File: src/rtl/cpu16_pkg.sv
// Shared types and constants for the 16-bit CPU front end.
package cpu16_pkg;

  localparam int ADDR_W  = 16;
  localparam int INSTR_W = 16;
  localparam int PC_STEP = 2;

  localparam logic [INSTR_W-1:0] NOP_INSTR = 16'hC000;

  // One prefetched instruction together with the address of its successor.
  typedef struct packed {
    logic [INSTR_W-1:0] instr;
    logic [ADDR_W-1:0]  pc_plus2;
  } fetch_entry_t;

endpackage

File: src/rtl/fetch_queue.sv
// Small synchronous FIFO of fetched instructions; flush wins over push and pop.
module fetch_queue
  import cpu16_pkg::*;
#(
  parameter int QDEPTH = 2,
  parameter int CNT_W  = $clog2(QDEPTH) + 1
) (
  input  logic             clk_i,
  input  logic             rst_i,
  input  logic             flush,
  input  logic             push,
  input  fetch_entry_t     push_data,
  input  logic             pop,
  output logic [CNT_W-1:0] count,
  output fetch_entry_t     head
);

  localparam int PTR_W = (QDEPTH > 1) ? $clog2(QDEPTH) : 1;

  fetch_entry_t     mem [QDEPTH];
  logic [PTR_W-1:0] wr_ptr;
  logic [PTR_W-1:0] rd_ptr;
  logic             pop_ok;

  assign pop_ok = pop & (count != '0);
  assign head   = mem[rd_ptr];

  // Pointer and occupancy tracking; pointers wrap naturally since QDEPTH is a power of two.
  always_ff @(posedge clk_i) begin
    if (rst_i || flush) begin
      wr_ptr <= '0;
      rd_ptr <= '0;
      count  <= '0;
    end else begin
      if (push) wr_ptr <= wr_ptr + PTR_W'(1);
      if (pop_ok) rd_ptr <= rd_ptr + PTR_W'(1);
      count <= count + CNT_W'(push) - CNT_W'(pop_ok);
    end
  end

  // Storage write; data is only meaningful once count covers the slot.
  always_ff @(posedge clk_i) begin
    if (push && !flush && !rst_i) mem[wr_ptr] <= push_data;
  end

endmodule

File: src/rtl/fetch_unit.sv
// Instruction fetch stage: owns the PC, issues single outstanding fetches and
// feeds IF/ID from a prefetch queue, honouring stall and redirect.
module fetch_unit #(
  parameter int                ADDR_W   = 16,
  parameter int                INSTR_W  = 16,
  parameter logic [ADDR_W-1:0] RESET_PC = 16'h0000,
  parameter int                QDEPTH   = 2
) (
  input  logic               clk_i,
  input  logic               rst_i,
  input  logic               DHZ_i,
  input  logic               CHZ_i,
  input  logic [ADDR_W-1:0]  branch_target_i,
  output logic               imem_req_o,
  output logic [ADDR_W-1:0]  imem_addr_o,
  input  logic               imem_valid_i,
  input  logic [INSTR_W-1:0] imem_data_i,
  output logic [INSTR_W-1:0] Instruction_o,
  output logic [ADDR_W-1:0]  PCadder1_sum_o,
  output logic               instr_valid_o
);

  import cpu16_pkg::*;

  localparam int               CNT_W    = $clog2(QDEPTH) + 1;
  localparam logic [CNT_W-1:0] QDEPTH_C = CNT_W'(QDEPTH);

  logic [ADDR_W-1:0] pc_q;
  logic [ADDR_W-1:0] req_addr_q;
  logic              outstanding_q;
  logic              drop_q;

  logic              issue;
  logic              resp;
  logic              push;
  logic              pop;
  logic [CNT_W-1:0]  count;
  fetch_entry_t      head;
  fetch_entry_t      push_data;

  // Issue only when the queue can take the response even if nothing pops.
  assign issue = !rst_i && !CHZ_i && !outstanding_q && (count < QDEPTH_C);
  assign resp  = imem_valid_i && outstanding_q;
  assign push  = resp && !drop_q && !CHZ_i;
  assign pop   = instr_valid_o && !DHZ_i && !CHZ_i;

  assign push_data.instr    = imem_data_i;
  assign push_data.pc_plus2 = req_addr_q + ADDR_W'(PC_STEP);

  assign imem_req_o  = issue;
  assign imem_addr_o = pc_q;

  assign instr_valid_o  = (count != '0);
  assign Instruction_o  = instr_valid_o ? head.instr : NOP_INSTR;
  assign PCadder1_sum_o = instr_valid_o ? head.pc_plus2 : '0;

  fetch_queue #(
    .QDEPTH (QDEPTH),
    .CNT_W  (CNT_W)
  ) u_queue (
    .clk_i     (clk_i),
    .rst_i     (rst_i),
    .flush     (CHZ_i),
    .push      (push),
    .push_data (push_data),
    .pop       (pop),
    .count     (count),
    .head      (head)
  );

  // PC, in-flight tracking and stale-response drop bookkeeping.
  always_ff @(posedge clk_i) begin
    if (rst_i) begin
      pc_q          <= RESET_PC;
      req_addr_q    <= RESET_PC;
      outstanding_q <= 1'b0;
      drop_q        <= 1'b0;
    end else begin
      if (CHZ_i) begin
        pc_q <= branch_target_i;
        // A response still on its way belongs to the old path.
        if (outstanding_q && !imem_valid_i) drop_q <= 1'b1;
      end else if (issue) begin
        pc_q          <= pc_q + ADDR_W'(PC_STEP);
        req_addr_q    <= pc_q;
        outstanding_q <= 1'b1;
      end
      if (resp) begin
        outstanding_q <= 1'b0;
        if (drop_q) drop_q <= 1'b0;
      end
    end
  end

endmodule
File: config.mk
export PLATFORM = sky130hd
export DESIGN_NAME = fetch_unit
export DESIGN_NICKNAME = d
export VERILOG_FILES = /design/src/rtl/cpu16_pkg.sv /design/src/rtl/fetch_queue.sv /design/src/rtl/fetch_unit.sv
export SDC_FILE = /design/constraint.sdc
export NUM_CORES = 1
export LEC_CHECK = 0
export BUFFER_PORTS_ARGS = -buffer_cell sky130_fd_sc_hd__buf_2
export CORE_MARGIN = 4
export CORE_UTILIZATION = 57
export CTS_BUF_LIST = sky130_fd_sc_hd__clkbuf_4 sky130_fd_sc_hd__clkbuf_8
export CTS_CLUSTER_DIAMETER = 200
export CTS_CLUSTER_SIZE = 28
export DETAILED_ROUTE_END_ITERATION = 8
export GPL_TIMING_DRIVEN = 0
export PLACE_DENSITY = 0.81
export SLEW_MARGIN = 25
export SYNTH_ARGS = -nofsm -noshare
export SYNTH_HDL_FRONTEND = slang
export SYNTH_SLANG_ARGS = --single-unit
File: constraint.sdc
create_clock -name clk_i -period 3.9 [get_ports clk_i]
set_clock_uncertainty 0.1 [all_clocks]
set_input_delay 0.39 -clock clk_i [delete_from_list [all_inputs] [get_ports clk_i]]
set_output_delay 0.39 -clock clk_i [all_outputs]
set_load 0.05 [all_outputs]
# Word level (Yosys, flattened, before mapping)
# Memory sizes are Yosys's and may differ from the RTL's. A register that Yosys moved wholly into a read port is not among the register bits.
# Cells that the tools add are included.
# op_classes
n_addsub,6
n_mul,0
div,0
order_cmp,1
eq_ne,0
shifts,0
muxes,12
bitwise_logic,2
n_reduce_logical,22
# op_table
cell,n
16-bit 2-to-1 mux,4
16-bit by 2-bit adder with 16-bit output (second input constant),2
1-bit logical AND,11
1-bit 2-to-1 mux,8
1-bit zero test,6
2-bit nonzero test,2
1-bit adder (second input constant),2
2-bit by 1-bit adder with 2-bit output,1
2-bit less-than comparator (second input constant),1
2-bit AND reduction,1
2-bit OR reduction,1
2-bit by 1-bit subtractor with 2-bit output,1
1-bit bitwise AND,1
1-bit logical OR,1
1-bit inverter,1
# totals
regBits,38
latchBits,0
mem_bits_rw,64
rom_bits,0
inputBits,37
out_inout_bits,50
elab_cells,51
memories,1
# memory_table
name,words,word_bits,rd,rd_clocked_by_memory_dff,write_ports,line_no,text
u_queue.mem,2,32,1,1,1,fetch_queue.sv:20,fetch_entry_t mem [QDEPTH];

# Longest topological paths before layout
# depth
word_depth,7
depth_mapped,9

# Modules after synthesis
# Synthesis repeated with hierarchy kept, for this count alone.
# unflattened
cells_unflattened,383
area_unflattened_um2,4740.8
# modules_own_cells
mod,n_inst,cells_per_inst,area_each_um2,seq_area_each_um2
fetch_queue,1,122,2712.6,2021.9
fetch_unit,1,261,2028.2,680.7

# Least setup slack after synthesis
# Ideal clock, no wire load.
# synth_timing
path_type,input-to-reg
from,input port CHZ_i
to,memory u_queue.mem[0][0] (netlist name) (enable)
setup_time_ns,0.425
arrival_ns,2.379
required_ns,3.375
slack_ns,0.996
path_stages,3
path_cell_list,clkbuf_1 nor4_1 nor2b_1
# synth_via
elab_chain_cells,6
# synth_rtl
element,line_no,text
"start, declared",fetch_unit.sv:12,"input logic CHZ_i,"
1-bit zero test *,"fetch_queue.sv:43, fetch_unit.sv:44",
1-bit logical AND,fetch_unit.sv:44,assign push = resp && !drop_q && !CHZ_i;
1-bit logical AND * (2 in series),fetch_queue.sv:43,if (push && !flush && !rst_i) mem[wr_ptr] <= push_data;
1-bit 2-to-1 mux *,fetch_queue.sv:43,
1-bit 2-to-1 mux (implied by the code) *,fetch_queue.sv:43,
"end, declared",fetch_queue.sv:20,
# Mark *: on every way between the ends. The rest lies on a longest branch, timed or not.

==> flow_summary.ini <==
[global_route]
use_met3_pct = 4.893
grt_max_degree = 30
grt_pass1_wl_um = 14230
use_met2_pct = 33.64
antenna_found_initial = 0
track_usage_pct = 20.42
grt-ovfl-total = 0
grt_pass1_vias = 3020
met1_usage_pct = 26.04
top_usage_layer = met2

[cts]
cts_resized = 0
root_buffer = clkbuf_8
worstSkewPairLatency_ns = 0.35
clock_path_buffers = 2
clk_pin_slew_ns = 0.10
postCtsSetupRepairBufs = 0
cts_buffers = 9
holdBufCountCts = 0
cts.sinks = 103
cts_tree = done
htree_levels = 3

[worst_setup_path]
critical_path_arrival_ns = 2.14
crit_fanout = 10
start_kind = register
worstSetupEndpointType = primary output
required_ns = 3.41
worst-setup-path-type = reg2out

[yosys]
ys_seq_area_share_pct = 61.87
netlist_instances = 384
synth_nets = 425
synth-seq-cells = 103
yosysWarnings = 0
synth_area_um2 = 4368
synthDistinctLibCells = 37
syn_area_per_cell_um2 = 11.37

[timing]
hold_viol = 0
max_clock_freq_mhz = 380.6
finalWorstSetupSlack_ns = 1.272
worst_slew_pin_slew_ns = 0.7149
period_share_pct = 67.38
setup_viol = 0
rsz0062_at_grt = false
slew_headroom_pct = 52.34
min_period_ns = 2.628
setup_tns_ns = 0
hold_ws_ns = 0.1187
final_max_slew_viol_count = 0

[layout]
syn_to_final_growth_pct = 18.16
layout_commonest_cell = buf_2
finalInstanceArea_um2 = 5161
insertedDiodeCount = 0
fillers = 567
final_util_pct = 70.03
fin_nets = 524
final_cell_mix = buf_2, edfxtp_1, nand2_1, nor2_1, dfxtp_1
drive_above_1_share_pct = 23.57

[pwr]
irDropWorstVdd_mv = 0.1977
p_per_area_nw_per_um2 = 383.9
leakage_nw = 1.904

[routing]
drt_iter0_markers = 162
drt_pass1_iterations = 4
drc_errors = 0
drtAntennaViolNets = 0
vias_per_cell = 5.353
vias = 3142
wirelength_um = 8888
post_drt_wl_per_cell_um = 15.14

[floorplan]
die_width_um = 95.54
rows = 31
start_util_pct = 59.27
die-area_um2 = 9128
die_h_um = 95.54
ios = 87
design.core.area_um2 = 7370

[placed_design]
dp_hpwl_um = 6549
place.gp.congestion = 0.9161
port-buffer-count = 86
dpl-instance-area_um2 = 4979
dp_slack_ns = 1.400

[job]
cap_violations = 0

[run_status]
status = finished, final reports clean

[worst_hold_path]
min_path_type = in2reg
[flip-flops by register name, indices dropped and copies added (netlist names), named ones only]
| name | cells |
|---|---|
| drop_q | 1 |
| u_queue.mem | 64 |
| req_addr_q | 16 |
| u_queue.wr_ptr | 1 |
| outstanding_q | 1 |
| u_queue.rd_ptr | 1 |
| u_queue.count | 2 |
| imem_addr_o | 16 |
[through the flow]
step           cells  power, mW
2_1_floorplan    384      1.336
5_1_grt          587      2.061
3_3_place_gp     569      1.392
6_report         587      1.981
4_1_cts          587      2.000
3_5_place_dp     571      1.399
[critical path, stage by stage, from the launching register on]
cell      delay, ns
dfxtp_1        0.33
clkbuf_1       0.26
buf_1          0.59
mux2i_1        0.16
nor2_1         0.15
buf_2          0.29
[cells in the mapped netlist]
library cell | n | area share (%)
mux2_2 | 1 | 0.26
nand2_1 | 52 | 4.5
clkbuf_1 | 14 | 1.2
or3b_2 | 1 | 0.20
or4_1 | 2 | 0.34
nor4_1 | 7 | 1.0
clkinv_2 | 1 | 0.11
and2_1 | 1 | 0.14
xor2_1 | 7 | 1.4
inv_1 | 7 | 0.60
buf_2 | 1 | 0.11
nand3_1 | 11 | 1.3
mux2_1 | 1 | 0.26
a211oi_1 | 8 | 1.4
edfxtp_1 | 64 | 44
a22oi_1 | 1 | 0.17
or3_1 | 1 | 0.14
or4_4 | 1 | 0.26
or2_2 | 2 | 0.29
and4_1 | 1 | 0.20
nor3_1 | 9 | 1.0
nor2_1 | 49 | 4.2
and3_1 | 1 | 0.14
ha_1 | 4 | 1.1
nand4bb_1 | 1 | 0.26
nor3b_1 | 2 | 0.34
buf_1 | 4 | 0.34
nor2b_1 | 1 | 0.14
nand4_1 | 6 | 0.86
xnor2_1 | 19 | 3.8
a2bb2oi_1 | 1 | 0.20
a31oi_1 | 2 | 0.29
mux2i_1 | 34 | 7.8
buf_6 | 2 | 0.52
o311ai_0 | 3 | 0.60
a21oi_1 | 23 | 2.6
dfxtp_1 | 39 | 18
[worst paths after layout]
check	slack (ns)	start	to	cells past startpoint
min	0.12	imem_data_i[13]	u_queue.mem[0][29]$_DFFE_PP_	1
min reg2reg	0.38	req_addr_q[0]$_SDFFE_PP0P_	u_queue.mem[0][0]$_DFFE_PP_	0
max	1.27	register	PCadder1_sum_o[10]	5
max reg2reg	1.77	u_queue.count[1]$_SDFF_PP0_	u_queue.count[1]$_SDFF_PP0_	8
[logic make-up after synthesis]
| kind of cell | after synthesis | share of synthesized area (%) |
|---|---|---|
| adders and majority gates | 4 | 1.146 |
| DFF | 103 | 61.87 |
| AOI/OAI and AO/OA | 38 | 5.271 |
| buffers and inverters | 29 | 2.893 |
| muxes | 36 | 8.307 |
| xor gates and xnor gates | 26 | 5.213 |
| and+or+nand+nor | 148 | 15.30 |
[power by group]
group	switching, mW	total, mW	internal, mW	leakage (nW)
Combinational	0.118	0.174	0.0562	0.893
Sequential	0.0276	1.20	1.17	0.920
Clock	0.359	0.607	0.249	0.0913
Total	0.504	1.98	1.48	1.90
[routing by layer]
layer	share of wire (%)	wire length (µm)
met2	47	4173
met3	7.9	703
met1	44	3888
met5	0	0
met4	1.4	123
[cell type report]
cell class / instances / area [µm²] / area share (%)
clock inverter: 6 / 51.30 / 0.9939
clock buffer: 10 / 131.4 / 2.545
sequential: 103 / 2703 / 52.36
tap: 99 / 123.9 / 2.400
multi-input combinational: 252 / 1548 / 29.99
inverter: 8 / 31.28 / 0.6061
buffer: 21 / 95.09 / 1.842
timing repair buffer: 88 / 478.0 / 9.261
(Power assumes the default switching activity.)
